### src/rtl/sprite_rom_arbiter.sv
// Round-robin arbiter sharing one synchronous sprite ROM among N_REQ readers.
// Returns ROM data two cycles after each transfer, tagged one-hot by requester.
module sprite_rom_arbiter #(
  parameter int N_REQ  = 3,
  parameter int ADDR_W = 10,
  parameter int DATA_W = 4
) (
  input  logic                    vga_clk,
  input  logic                    reset,
  input  logic [N_REQ-1:0]        req,
  input  logic [N_REQ*ADDR_W-1:0] addr,
  output logic [N_REQ-1:0]        grant,
  output logic [ADDR_W-1:0]       rom_address,
  input  logic [DATA_W-1:0]       rom_q,
  output logic [DATA_W-1:0]       rdata,
  output logic [N_REQ-1:0]        rvalid
);

  localparam int PTR_W = (N_REQ > 1) ? $clog2(N_REQ) : 1;

  logic [PTR_W-1:0]  r_ptr;
  logic [ADDR_W-1:0] r_rom_address;
  logic [N_REQ-1:0]  r_tag1;
  logic [N_REQ-1:0]  r_tag2;
  logic [N_REQ-1:0]  r_rvalid;
  logic [DATA_W-1:0] r_rdata;

  logic [N_REQ-1:0]  w_grant;
  logic [PTR_W-1:0]  w_next;
  logic [ADDR_W-1:0] w_addr;
  logic              w_found;
  logic              w_xfer;

  // Search starts at r_ptr and wraps; first requester found wins.
  always_comb begin
    w_grant = '0;
    w_next  = r_ptr;
    w_addr  = r_rom_address;
    w_found = 1'b0;
    for (int k = 0; k < N_REQ; k++) begin
      int j;
      j = int'(r_ptr) + k;
      if (j >= N_REQ) j = j - N_REQ;
      if (!w_found && req[j]) begin
        w_found    = 1'b1;
        w_grant[j] = 1'b1;
        w_addr     = addr[j*ADDR_W +: ADDR_W];
        w_next     = (j == N_REQ - 1) ? '0 : PTR_W'(j + 1);
      end
    end
    if (reset) w_grant = '0;
  end

  assign w_xfer = |(req & w_grant);

  always_ff @(posedge vga_clk or posedge reset) begin
    if (reset) begin
      r_ptr         <= '0;
      r_rom_address <= '0;
      r_tag1        <= '0;
      r_tag2        <= '0;
      r_rvalid      <= '0;
      r_rdata       <= '0;
    end else begin
      if (w_xfer) begin
        r_ptr         <= w_next;
        r_rom_address <= w_addr;
        r_tag1        <= w_grant;
      end else begin
        r_tag1 <= '0;
      end
      r_tag2   <= r_tag1;
      r_rvalid <= r_tag2;
      if (|r_tag2) r_rdata <= rom_q;
    end
  end

  assign grant       = w_grant;
  assign rom_address = r_rom_address;
  assign rdata       = r_rdata;
  assign rvalid      = r_rvalid;

endmodule

### config.mk
export PLATFORM = sky130hd
export DESIGN_NAME = sprite_rom_arbiter
export DESIGN_NICKNAME = d
export VERILOG_FILES = /design/src/rtl/sprite_rom_arbiter.sv
export SDC_FILE = /design/constraint.sdc
export NUM_CORES = 1
export LEC_CHECK = 0
export BUFFER_PORTS_ARGS = -buffer_cell sky130_fd_sc_hd__buf_2
export CAP_MARGIN = 20
export CORE_AREA = 2 2 52 103
export DETAILED_ROUTE_END_ITERATION = 10
export DIE_AREA = 0 0 54 105
export GPL_TIMING_DRIVEN = 0
export PLACE_DENSITY_LB_ADDON = 0.1
export SLEW_MARGIN = 20
export SYNTH_ARGS = -nofsm -noshare
export SYNTH_HDL_FRONTEND = slang
export SYNTH_SLANG_ARGS = --single-unit
export TNS_END_PERCENT = 50
### constraint.sdc
create_clock -name vga_clk -period 7 [get_ports vga_clk]
set_clock_uncertainty 0.05 [all_clocks]
set_input_delay 1.4 -clock vga_clk [delete_from_list [all_inputs] [get_ports vga_clk]]
set_output_delay 1.4 -clock vga_clk [all_outputs]
set_load 0.005 [all_outputs]
# Word level (Yosys, flattened, before mapping)
# Cells that the tools add are included.
totals:
  reg_bits: 25
  input_bits: 39
  output_inout_bits: 20
  wordCells: 80
classes:
  addsub: 8
  multipliers: 3
  order_cmp: 9
  eq_ne: 3
  n_shift: 3
  mux: 34
  bitwise: 3
  reduce_logical: 11
ops:
  columns: ["op", "count"]
  rows:
  - ["$eq A32 B3 Y1 const B", 3]
  - ["$ge A32 B1 Y1 const B", 3]
  - ["$lt A32 B4 Y1 const B", 3]
  - ["$mul A32 B4 Y31 const B", 3]
  - ["$mux W32", 3]
  - ["$shiftx A30 B32 Y10", 3]
  - ["$mux W10", 3]
  - ["$mux W3", 5]
  - ["$mux W2", 6]
  - ["$mux W1", 11]
  - ["$sub A3 B2 Y4 const B", 2]
  - ["$add A2 B2 Y2 const B", 3]
  - ["$bmux W1 S2", 3]
  - ["$demux W1 S2", 3]
  - ["$ge A3 B2 Y1 const B", 2]
  - ["$or A3 B3 Y3", 2]
  - ["$reduce_or A3 Y1", 2]
  - ["$logic_and A1 B1 Y1", 5]
  - ["$add A2 B1 Y3 const B", 1]
  - ["$add A2 B2 Y3 const B", 1]
  - ["$and A3 B3 Y3", 1]
  - ["$reduce_bool A3 Y1", 1]
  - ["$sub A2 B2 Y3 const B", 1]
  - ["$ge A2 B2 Y1 const B", 1]
  - ["other kinds (2)", 3]

# Depth between registers and ports, before layout
logic_depth:
  word_depth: 16
  depth_mapped: 13

# Least setup slack after synthesis
# Ideal clock, no wire load.
synth_path:
  path_type: "input to output"
  startpoint: "input port req[0]"
  endpoint: "output port grant[2]"
  t_arrival_ps: 2479
  slack_ps: 3071
  cell_stages: 6
  path_buffers: 1
  cell_sequence: "clkbuf_1 -> mux2_1 -> nor3_1 -> a21o_1 -> nand2_1 -> a21oi_1"
synth_between:
  elab_chain_cells: 11
  elab_cells_between_ends: 21
  classes_between: "15 x mux; 2 x bitwise; 4 x reduce/logical"
synth_lines:
  columns: ["element", "line", "source"]
  rows:
  - ["start: declaration", "10", "input logic [N_REQ-1:0] req,"]
  - ["$bmux W1 S2", "44", "if (!w_found && req[j]) begin"]
  - ["$mux W1 (not written as such) (2 in a row)", "44", null]
  - ["$mux W1", "44", null]
  - ["$logic_not A1 Y1", "44", null]
  - ["$logic_and A1 B1 Y1", "44", null]
  - ["$mux W1", "44", null]
  - ["$logic_not A1 Y1", "44", null]
  - ["$logic_and A1 B1 Y1", "44", null]
  - ["$mux W3 (*)", "44", null]
  - ["$mux W3 (*)", "51", "if (reset) w_grant = '0;"]
  - ["end: declaration", "12", "output logic [N_REQ-1:0] grant,"]
# Mark *: on every way between the ends. The rest lies on a longest branch, timed or not. The select of a mux whose other input is x is not followed.

# Worst setup path after layout
layout_path:
  startpoint: "input port req[0]"
  endpoint: "output port grant[0]"
# The elaborated chain is that of the path after synthesis.

==> results.py <==
metrics = {
    "run_status": {
        "outcome": "completed",
    },
    "logic_synthesis": {
        "synth_cell_types": 51,
        "netlist_top_cells_area": "dfrtp_1 33%, ha_1 6.0%, mux2i_1 5.3%",
        "synth_area_um2": 1880,
        "synth-edff-count": 0,
        "async_reset_ff_share_pct": 100,
        "synth_top_area_share_pct": 33.2,
        "ys_ff_latch": 25,
        "yosysWarnings": 0,
        "synth-main-ff-cell": "dfrtp_1",
        "postSynthAreaPerCell_um2": 9.14,
        "netlist_instances": 206,
        "yosys.area.top_type": "dfrtp_1",
        "syn_nets": 255,
        "yosysSeqAreaShare_pct": 33.2,
    },
    "route": {
        "drtPass1Iterations": 4,
        "drtAntennaViolNets": 0,
        "drtIter0Drc": 33,
        "drc": 0,
        "wl_um": 5160,
        "wl_per_cell_um": 15.9,
        "routed_via_density": 5.51,
        "via_count": 1784,
    },
    "sta": {
        "hold_viol": 0,
        "period_needed_ns": 4.35,
        "finalCritPeriodShare_pct": 62.2,
        "finalMaxSlewViolations": 0,
        "setup_tns_ns": 0,
        "rsz0062_at_grt": "false",
        "tightest_slew_ns": 1.07,
        "max-slew-margin-rel_pct": 27.8,
        "setup_viol": 0,
        "fmax_ghz": 0.230,
    },
    "place": {
        "dp_hpwl_um": 4100,
        "gp_congestion": 0.818,
        "io_buffers": 57,
    },
    "clock_tree": {
        "cts_hold_buf": 0,
        "cts.clk_slew.worst_paths_ns": 0.09,
        "postCtsSetupRepairBufs": 0,
        "cts.repair.resized": 0,
        "clockBufferDepth": 2,
        "htree_levels": 1,
        "cts_buffers": 3,
        "clkLatencyLatePin_ns": 0.26,
        "cts_tree": "built",
        "numClockSinks": 25,
        "clockRootBuffer": "clkbuf_8",
    },
    "global_routing": {
        "grt_pass1_wl_um": 8060,
        "overflow": 0,
        "grt_max_degree": 29,
        "grt_pass1_vias": 1789,
        "grtUsageTotal_pct": 18.8,
        "antenna_found_initial": 0,
    },
    "floorplan": {
        "rows": 36,
        "die_w_um": 54,
        "io_pins": 59,
        "start_util_pct": 38.7,
        "die_y_um": 105,
        "die_area_um2": 5670,
        "core_area_um2": 4860,
    },
    "worst_setup_path": {
        "start_kind": "primary input",
        "crit_arrival_ns": 2.90,
        "crit_fanout": 8,
        "r2r_end": "rom_address[5]$_DFFE_PP0P_",
        "criticalPathCategory": "in -> out",
        "worstPathRequired_ns": 5.55,
        "rr_worst_depth": 12,
        "r2r_slack_ns": 3.50,
        "reg2reg_from": "r_ptr[1]$_DFFE_PP0P_",
        "critical_path.endpoint_type": "output pin",
    },
    "finish": {
        "final_util_pct": 47.2,
        "area_growth_pct": 21.9,
        "nNetsFinal": 317,
        "fill_cells": 522,
        "drive_above_1_share_pct": 29.6,
        "diodes": 0,
    },
    "hold_path": {
        "min_path_cells": 0,
        "hold_path.class": "reg -> reg",
        "hold_end": "r_tag2[0]$_DFF_PP0_",
        "min_from": "r_tag1[0]$_DFF_PP0_",
    },
    "job": {
        "drv_cap": 0,
    },
    "power_and_ir_drop": {
        "leakage_nw": 1.07,
        "powerDensity_nw_per_um2": 350,
        "ir_worst_vdd_uv": 209,
    },
}
## cells in the mapped netlist, drive strengths merged, types with 2 or more instances
cell type	number
a21o	2
a21oi	17
and2	5
buf	9
clkbuf	7
dfrtp	25
ha	9
inv	16
mux2	7
mux2i	10
nand2	9
nand2b	4
nand3b	2
nand4	10
nor2	5
nor2b	2
nor3	5
nor3b	11
nor4b	2
o211ai	2
o21ai	13
o31ai	10
or2	2
## power breakdown
part / internal [mW] / total (mW) / switching [mW] / leakage [nW]
combinational: 0.207 / 0.490 / 0.283 / 0.730
sequential: 0.199 / 0.227 / 0.0286 / 0.318
clock: 0.0403 / 0.0866 / 0.0463 / 0.0217
total: 0.446 / 0.804 / 0.358 / 1.07
## metal layers
layer	GRT usage (%)	share of wire, %	up-vias
met5	0	0	-
met4	7.14	2.9	0
met3	1.57	3.8	14
met2	35.1	55	56
met1	20.2	38	837
li1	-	-	877
## cell families (layout without fill, tap and decap cells)
kind of cell	after synthesis	after routing	share of synthesized area, %
adders and majority gates	10	10	7.04
AOI/OAI and AO/OA	58	58	20.6
DFF	25	25	33.2
xor gates and xnor gates	1	1	0.465
muxes	17	17	9.90
and+or+nand+nor	63	63	20.9
buffers and inverters	32	93	7.84
## final cells by class
type	instances	area (µm²)	share of cell area [%]
Multi-Input combinational cell	149	1120	48.6
Sequential cell	25	626	27.3
Timing Repair Buffer	57	285	12.4
Buffer	16	87.6	3.82
Tap cell	57	71.3	3.11
Inverter	16	60.1	2.62
Clock buffer	3	41.3	1.80
Clock inverter	1	7.51	0.327
## through the flow
stage | setup WS [ns] | cell area, µm² | hold slack [ns] | total power, mW | instances
after floorplan | 3.07 | 1880 | 0.281 | 0.568 | 206
after global placement | 2.66 | 2240 | 0.285 | 0.716 | 320
after detailed placement | 2.65 | 2240 | 0.286 | 0.720 | 320
after CTS | 2.64 | 2290 | 0.308 | 0.809 | 324
after global routing | 2.54 | 2290 | 0.314 | 0.882 | 324
final | 2.65 | 2290 | 0.303 | 0.804 | 324
## sequential cells by signal, indices dropped and copies added, names as in the netlist
signal       cells
r_tag1           3
r_ptr            2
rom_address     10
rvalid           3
r_tag2           3
rdata            4
## how the worst max path moves through the flow
stage / end / startpoint
after CTS: grant[0] / req[0]
final: grant[0] / req[0]
after floorplan: grant[2] / req[0]
after detailed placement: grant[0] / req[0]
after global placement: grant[0] / req[0]
after global routing: grant[0] / req[0]
## layout by cell type, fill, tap and decap left out, types with 3 or more instances in the layout
cell	n
o21ai_1	4
nand2_1	9
ha_1	9
o31ai_1	10
nor3b_1	11
and2_1	5
nor3_1	5
clkbuf_8	3
mux2i_1	10
o21ai_0	9
a21oi_1	17
nand2b_1	3
mux2_2	4
dfrtp_1	25
inv_1	15
buf_6	3
nor2_1	5
clkbuf_1	7
buf_2	61
nand4_1	10
## worst max-delay path, stage by stage
cell	delay (ns)
clkbuf_1	0.17
mux2_1	0.33
nor3_1	0.37
nand2_1	0.13
a41oi_2	0.32
buf_2	0.18
Note: power is estimated with default switching activity, not from simulation.
